[src/rtl/phase_frame_sequencer_if.sv]
// Host byte-stream handshake between the FT FIFO reader and the phase sequencer.
// A byte transfers on a clock where rx_valid and rx_ready are both high.
interface phase_frame_sequencer_if;
  logic [7:0] rx_data;
  logic       rx_valid;
  logic       rx_ready;

  modport master (output rx_data, output rx_valid, input rx_ready);
  modport slave  (input rx_data, input rx_valid, output rx_ready);
endinterface

[src/rtl/phase_frame_sequencer.sv]
// Parses host commands into a shadow phase bank and swaps it into the active bank atomically.
// Define PHASE_SEQ_IMMEDIATE_COMMIT_EN to commit on the COMMIT byte instead of waiting for sync_tick.
module phase_frame_sequencer #(
  parameter int NUM_CHANNELS   = 4,
  parameter int PHASE_W        = 8,
  parameter int TIMEOUT_CYCLES = 1000000
) (
  input  logic                                   sys_clk,
  input  logic                                   ext_rst,
  phase_frame_sequencer_if.slave                 rx,
  input  logic                                   sync_tick,
  output logic [NUM_CHANNELS-1:0][PHASE_W-1:0]   phases,
  output logic                                   commit_pending,
  output logic                                   read_error,
  output logic [15:0]                            frame_count
);

  localparam int CH_W = (NUM_CHANNELS > 1) ? $clog2(NUM_CHANNELS) : 1;
  localparam int TO_W = $clog2(TIMEOUT_CYCLES + 1);
  localparam logic [TO_W-1:0] TO_LAST = TO_W'(TIMEOUT_CYCLES - 1);

  localparam logic [7:0] CMD_WRITE  = 8'h01;
  localparam logic [7:0] CMD_COMMIT = 8'h02;
  localparam logic [7:0] CMD_CLEAR  = 8'h03;

  typedef enum logic [1:0] {
    S_IDLE,
    S_GET_CHAN,
    S_GET_PHASE,
    S_WAIT_SYNC
  } state_t;

  state_t                                r_state;
  logic                                  r_rx_ready;
  logic [CH_W-1:0]                       r_chan;
  logic                                  r_chan_ok;
  logic [TO_W-1:0]                       r_timeout;
  logic [NUM_CHANNELS-1:0][PHASE_W-1:0]  r_shadow;
  logic [NUM_CHANNELS-1:0][PHASE_W-1:0]  r_phases;
  logic                                  r_commit_pending;
  logic                                  r_read_error;
  logic [15:0]                           r_frame_count;

  logic w_xfer;
  logic w_chan_in_range;
  logic w_timeout_hit;

  assign w_xfer          = rx.rx_valid & r_rx_ready;
  assign w_chan_in_range = {24'd0, rx.rx_data} < 32'(NUM_CHANNELS);
  assign w_timeout_hit   = (r_timeout == TO_LAST);

`ifdef PHASE_SEQ_IMMEDIATE_COMMIT_EN
  logic w_unused_sync_tick;
  assign w_unused_sync_tick = sync_tick;
`endif

  always_ff @(posedge sys_clk or posedge ext_rst) begin
    if (ext_rst) begin
      r_state          <= S_IDLE;
      r_rx_ready       <= 1'b0;
      r_chan           <= '0;
      r_chan_ok        <= 1'b0;
      r_timeout        <= '0;
      // NOTE: the shadow bank is a handful of flops, not a RAM, and must read back as
      // zero after reset, so it sits in the reset branch like any other state.
      r_shadow         <= '0;
      r_phases         <= '0;
      r_commit_pending <= 1'b0;
      r_read_error     <= 1'b0;
      r_frame_count    <= '0;
    end else begin
      // NOTE: every assignment here is non-blocking so all registers update from the
      // same pre-edge values; a blocking '=' would leak new values into later reads.
      case (r_state)
        S_IDLE: begin
          r_rx_ready <= 1'b1;
          r_timeout  <= '0;
          if (w_xfer) begin
            case (rx.rx_data)
              CMD_WRITE: r_state <= S_GET_CHAN;
              CMD_COMMIT: begin
`ifdef PHASE_SEQ_IMMEDIATE_COMMIT_EN
                r_phases      <= r_shadow;
                r_frame_count <= r_frame_count + 16'd1;
`else
                r_state          <= S_WAIT_SYNC;
                r_rx_ready       <= 1'b0;
                r_commit_pending <= 1'b1;
`endif
              end
              CMD_CLEAR: begin
                r_shadow     <= '0;
                r_phases     <= '0;
                r_read_error <= 1'b0;
              end
              default: r_read_error <= 1'b1;
            endcase
          end
        end

        S_GET_CHAN: begin
          if (w_xfer) begin
            r_chan    <= rx.rx_data[CH_W-1:0];
            r_chan_ok <= w_chan_in_range;
            if (!w_chan_in_range) r_read_error <= 1'b1;
            r_state   <= S_GET_PHASE;
            r_timeout <= '0;
          end else if (w_timeout_hit) begin
            r_read_error <= 1'b1;
            r_state      <= S_IDLE;
            r_timeout    <= '0;
          end else begin
            r_timeout <= r_timeout + 1'b1;
          end
        end

        S_GET_PHASE: begin
          // An out-of-range channel still consumes its phase byte to keep packet framing.
          if (w_xfer) begin
            if (r_chan_ok) r_shadow[r_chan] <= rx.rx_data;
            r_state   <= S_IDLE;
            r_timeout <= '0;
          end else if (w_timeout_hit) begin
            r_read_error <= 1'b1;
            r_state      <= S_IDLE;
            r_timeout    <= '0;
          end else begin
            r_timeout <= r_timeout + 1'b1;
          end
        end

`ifndef PHASE_SEQ_IMMEDIATE_COMMIT_EN
        S_WAIT_SYNC: begin
          if (sync_tick) begin
            r_phases         <= r_shadow;
            r_frame_count    <= r_frame_count + 16'd1;
            r_commit_pending <= 1'b0;
            r_rx_ready       <= 1'b1;
            r_state          <= S_IDLE;
          end
        end
`endif

        default: begin
          r_state    <= S_IDLE;
          r_rx_ready <= 1'b1;
          r_timeout  <= '0;
        end
      endcase
    end
  end

  assign rx.rx_ready     = r_rx_ready;
  assign phases          = r_phases;
  assign commit_pending  = r_commit_pending;
  assign read_error      = r_read_error;
  assign frame_count     = r_frame_count;

endmodule

[src/flat_wrapper.sv]
// flat-port wrapper written by rule: the top's interface ports become plain ports
module phase_frame_sequencer_flat 
#(
  parameter int NUM_CHANNELS   = 4,
  parameter int PHASE_W        = 8,
  parameter int TIMEOUT_CYCLES = 1000000
)
  (sys_clk, ext_rst, sync_tick, phases, commit_pending, read_error, frame_count, rx_rx_data, rx_rx_valid, rx_rx_ready);
  phase_frame_sequencer_if rx_i ();
  input  logic sys_clk;
  input  logic ext_rst;
  input  logic sync_tick;
  output logic [NUM_CHANNELS-1:0][PHASE_W-1:0] phases;
  output logic commit_pending;
  output logic read_error;
  output logic [15:0] frame_count;
  input wire logic [$bits(rx_i.rx_data)-1:0] rx_rx_data;
  input wire logic [$bits(rx_i.rx_valid)-1:0] rx_rx_valid;
  output wire logic [$bits(rx_i.rx_ready)-1:0] rx_rx_ready;
  assign rx_i.rx_data = rx_rx_data;
  assign rx_i.rx_valid = rx_rx_valid;
  assign rx_rx_ready = rx_i.rx_ready;
  phase_frame_sequencer #(.NUM_CHANNELS(NUM_CHANNELS), .PHASE_W(PHASE_W), .TIMEOUT_CYCLES(TIMEOUT_CYCLES)) u_core (.sys_clk(sys_clk), .ext_rst(ext_rst), .rx(rx_i), .sync_tick(sync_tick), .phases(phases), .commit_pending(commit_pending), .read_error(read_error), .frame_count(frame_count));
endmodule
[config.mk]
export PLATFORM = sky130hd
export DESIGN_NAME = phase_frame_sequencer_flat
export DESIGN_NICKNAME = d
export VERILOG_FILES = /design/src/rtl/phase_frame_sequencer_if.sv /design/src/rtl/phase_frame_sequencer.sv /design/src/flat_wrapper.sv
export SDC_FILE = /design/constraint.sdc
export NUM_CORES = 1
export LEC_CHECK = 0
export CAP_MARGIN = 20
export CORE_MARGIN = 2
export CORE_UTILIZATION = 50
export CTS_BUF_LIST = sky130_fd_sc_hd__clkbuf_8
export DETAILED_ROUTE_END_ITERATION = 16
export DONT_BUFFER_PORTS = 1
export MAX_ROUTING_LAYER = met4
export PLACE_DENSITY = 0.68
export SETUP_SLACK_MARGIN = 0.2
export SYNTH_ARGS = -nofsm -noshare
export SYNTH_HDL_FRONTEND = slang
export SYNTH_SLANG_ARGS = --single-unit
[constraint.sdc]
create_clock -name sys_clk -period 11.1 [get_ports sys_clk]
set_input_delay 2.22 -clock sys_clk [delete_from_list [all_inputs] [get_ports sys_clk]]
set_output_delay 2.22 -clock sys_clk [all_outputs]
set_load 0.05 [all_outputs]
==> flow_summary.ini <==
[status]
status = complete, no violations

[clock_network]
post_cts_buffers = 0
clock_sinks = 108
postCtsHoldBufs = 0
cts_buffers = 9
clockBufferDepth = 2
clk_pin_slew_ps = 110
cts-resized-gates = 0
cts_tree = yes
h-tree-depth = 3
clk_root_buffer_cell = clkbuf_8
insertion_delay_ps = 380

[yosys]
yosysWarnings = 0
syn_inst = 471
syn_area_per_cell_um2 = 10.32
ys_seq_elements = 108
synth_xor_area_share_pct = 5.044
yosys.area_share.simple_pct = 17.14
yosys-top-cells-count = dfrtp_1, nand3_1, inv_1, o21ai_1, nand2_1
synth.largest_area_cell = dfrtp_1
synth_fp_nets = 490
synth_edf_count = 0
synth_fa_ha_area_share_pct = 1.801
ys_types = 38
synth.most_common_cell = dfrtp_1
syn-cell-area_um2 = 4862
synth_top_area_share_pct = 55.58
async_flop_share_pct = 100.0
synth_ff_type = dfrtp_1
ys_seq_area_share_pct = 55.58
synth-compound-area-share_pct = 14.15
synth_top_family_by_area = simple AND/OR/NAND/NOR gates
yosys-top-cells-area = dfrtp_1, a22o_1, nand3_1
synthMuxAreaShare_pct = 1.544

[power]
p_int_mw = 0.6284
pwr-share-comb_pct = 24.7
power_mw = 1.029
sw_frac_of_total_pct = 38.94
p_sw_mw = 0.4007
clock_power_share_pct = 24.6
ir_worst_vdd_mv = 0.07752
powerDensity_nw_per_um2 = 197.7
p_leak_nw = 2.269
share_seq_of_total_power_pct = 50.7

[finish]
fin_cells = 603
drive_gt1_share_pct = 6.329
fin_area_um2 = 5205
nets = 488
multiInputGateArea_um2 = 1937
area_growth_pct = 7.051
ff_latch_area_um2 = 2703
fillers = 811
insertedDiodeCount = 0

[global_route]
gr-total-overflow = 0
first_global_vias = 3405
grt_pass1_wl_mm = 16.76
antenna_found_initial = 0
grt_max_degree = 65
grtUsageTotal_pct = 21.00

[sta]
tns_ps = 0
worst_pin_slew_ps = 841.2
setup_viol = 0
finalHoldViolCount = 0
slew_headroom_pct = 43.40
fin_crit_sh_pct = 33.52
min_period_ps = 3721
fmax_mhz = 268.8
drv_slew = 0
finClkSkew_ps = 18.59
timing.hold.ws_ps = 501.6
grt_setup_unrepaired = no

[critical_path]
cp.required_ps = 11390
reg2reg_slack_ps = 8530
crit_path_end_kind = flip-flop
critPathKind = input port to flip-flop
worstPathMaxFanout = 64
startpoint_type = input port
crit_arrival_ps = 4010

[route]
avgViaCountPerCell = 5.716
drtIter0Drc = 246
drc_errors = 0
dr_total_vias = 3447
wire_per_inst_um = 16.11
dr.pass1.iters = 7
totalWireLength_mm = 9.713
ant_nets = 0

[place]
place.gp.congestion = 0.8374
place_inst = 587
io_buffers = 0
hpwlAfterDp_mm = 6.841
placed_area_um2 = 4987

[floorplan]
coreArea_um2 = 9328
rows = 35
initial_core_util_pct = 52.13
io_pins = 63
die_h_um = 102.6
dieWidth_um = 102.6
dieArea_um2 = 10530

[run]
maxCapViolCount = 0

[min_path]
hp-class = flip-flop to flip-flop
## power groups by stage
stage | registers, mW | clock network, mW | logic, mW
2_1_floorplan | 0.509 | 0 | 0.220
3_3_place_gp | 0.527 | 0 | 0.250
3_5_place_dp | 0.529 | 0 | 0.256
4_1_cts | 0.522 | 0.261 | 0.256
5_1_grt | 0.528 | 0.279 | 0.288
6_report | 0.522 | 0.253 | 0.255
## flip-flops by register name, indices dropped and copies added (netlist names)
name,cells
u_core.r_chan,2
u_core.rx.rx_ready,1
u_core.r_state,2
u_core.r_shadow,32
u_core.frame_count,16
u_core.r_chan_ok,1
u_core.r_timeout,20
u_core.read_error,1
u_core.phases,32
u_core.commit_pending,1
## worst paths after layout
check                                    start                    to  depth (start not counted)
min                           u_core.r_chan_ok      u_core.r_chan_ok                          2
max                              rx_rx_data[2]      u_core.phases[4]                          6
max reg2reg                u_core.r_timeout[0]  u_core.r_timeout[11]                          6
min in group asynchronous              ext_rst     u_core.phases[28]                          1
min reg2reg                   u_core.r_chan_ok      u_core.r_chan_ok                          2
max in group asynchronous              ext_rst   u_core.r_shadow[22]                          2
## layer usage
layer / vias up / track usage, % / share of wire [%] / wire length (um)
li1: 1641 / - / - / -
met1: 1682 / 30.23 / 47 / 4540
met4: 0 / 6.769 / 1.7 / 168
met2: 106 / 29.41 / 44 / 4294
met3: 18 / 4.949 / 7.3 / 709
met5: - / - / 0 / 0
## logic make-up after synthesis
group | Yosys count
adders and majority gates | 7
muxes | 7
and+or+nand+nor | 157
AOI/OAI and AO/OA | 105
buffers and inverters | 59
xor gates and xnor gates | 28
DFF | 108
## critical path, cell delays in order
cell and delay, ps:
nor4_4 460, nand4_1 230, a211oi_4 270, buf_4 510, nand3_1 140, o21ai_1 140
## placed cells by master (no fill, tap or decap), drive strengths merged, types with 5 or more instances in the layout
| cell type | synthesis | routed |
|---|---|---|
| a21oi | 9 | 9 |
| a22o | 31 | 31 |
| and2 | 5 | 5 |
| and3 | 11 | 11 |
| clkbuf | 9 | 10 |
| dfrtp | 108 | 108 |
| ha | 7 | 7 |
| inv | 43 | 46 |
| nand2 | 32 | 32 |
| nand3 | 47 | 47 |
| nand4 | 14 | 14 |
| nor2 | 28 | 28 |
| nor4 | 8 | 8 |
| o21ai | 50 | 50 |
| xnor2 | 17 | 17 |
| xor2 | 11 | 11 |
## metrics by stage
step	utilization [%]	setup WS (ps)
after floorplan	-	6034
after global placement	53.47	7066
after detailed placement	53.47	6991
after CTS	55.80	7373
after global routing	55.80	7239
final	55.80	7379
## cell type report
class / instances / share of cell area, %
flip-flops and latches: 108 / 51.92
inverters: 43 / 3.149
multi-input cells: 304 / 37.21
well taps: 129 / 3.101
clock buffers: 10 / 2.644
clock inverters: 6 / 1.538
repair buffers: 3 / 0.4327
Note: power is estimated with default switching activity, not from simulation.
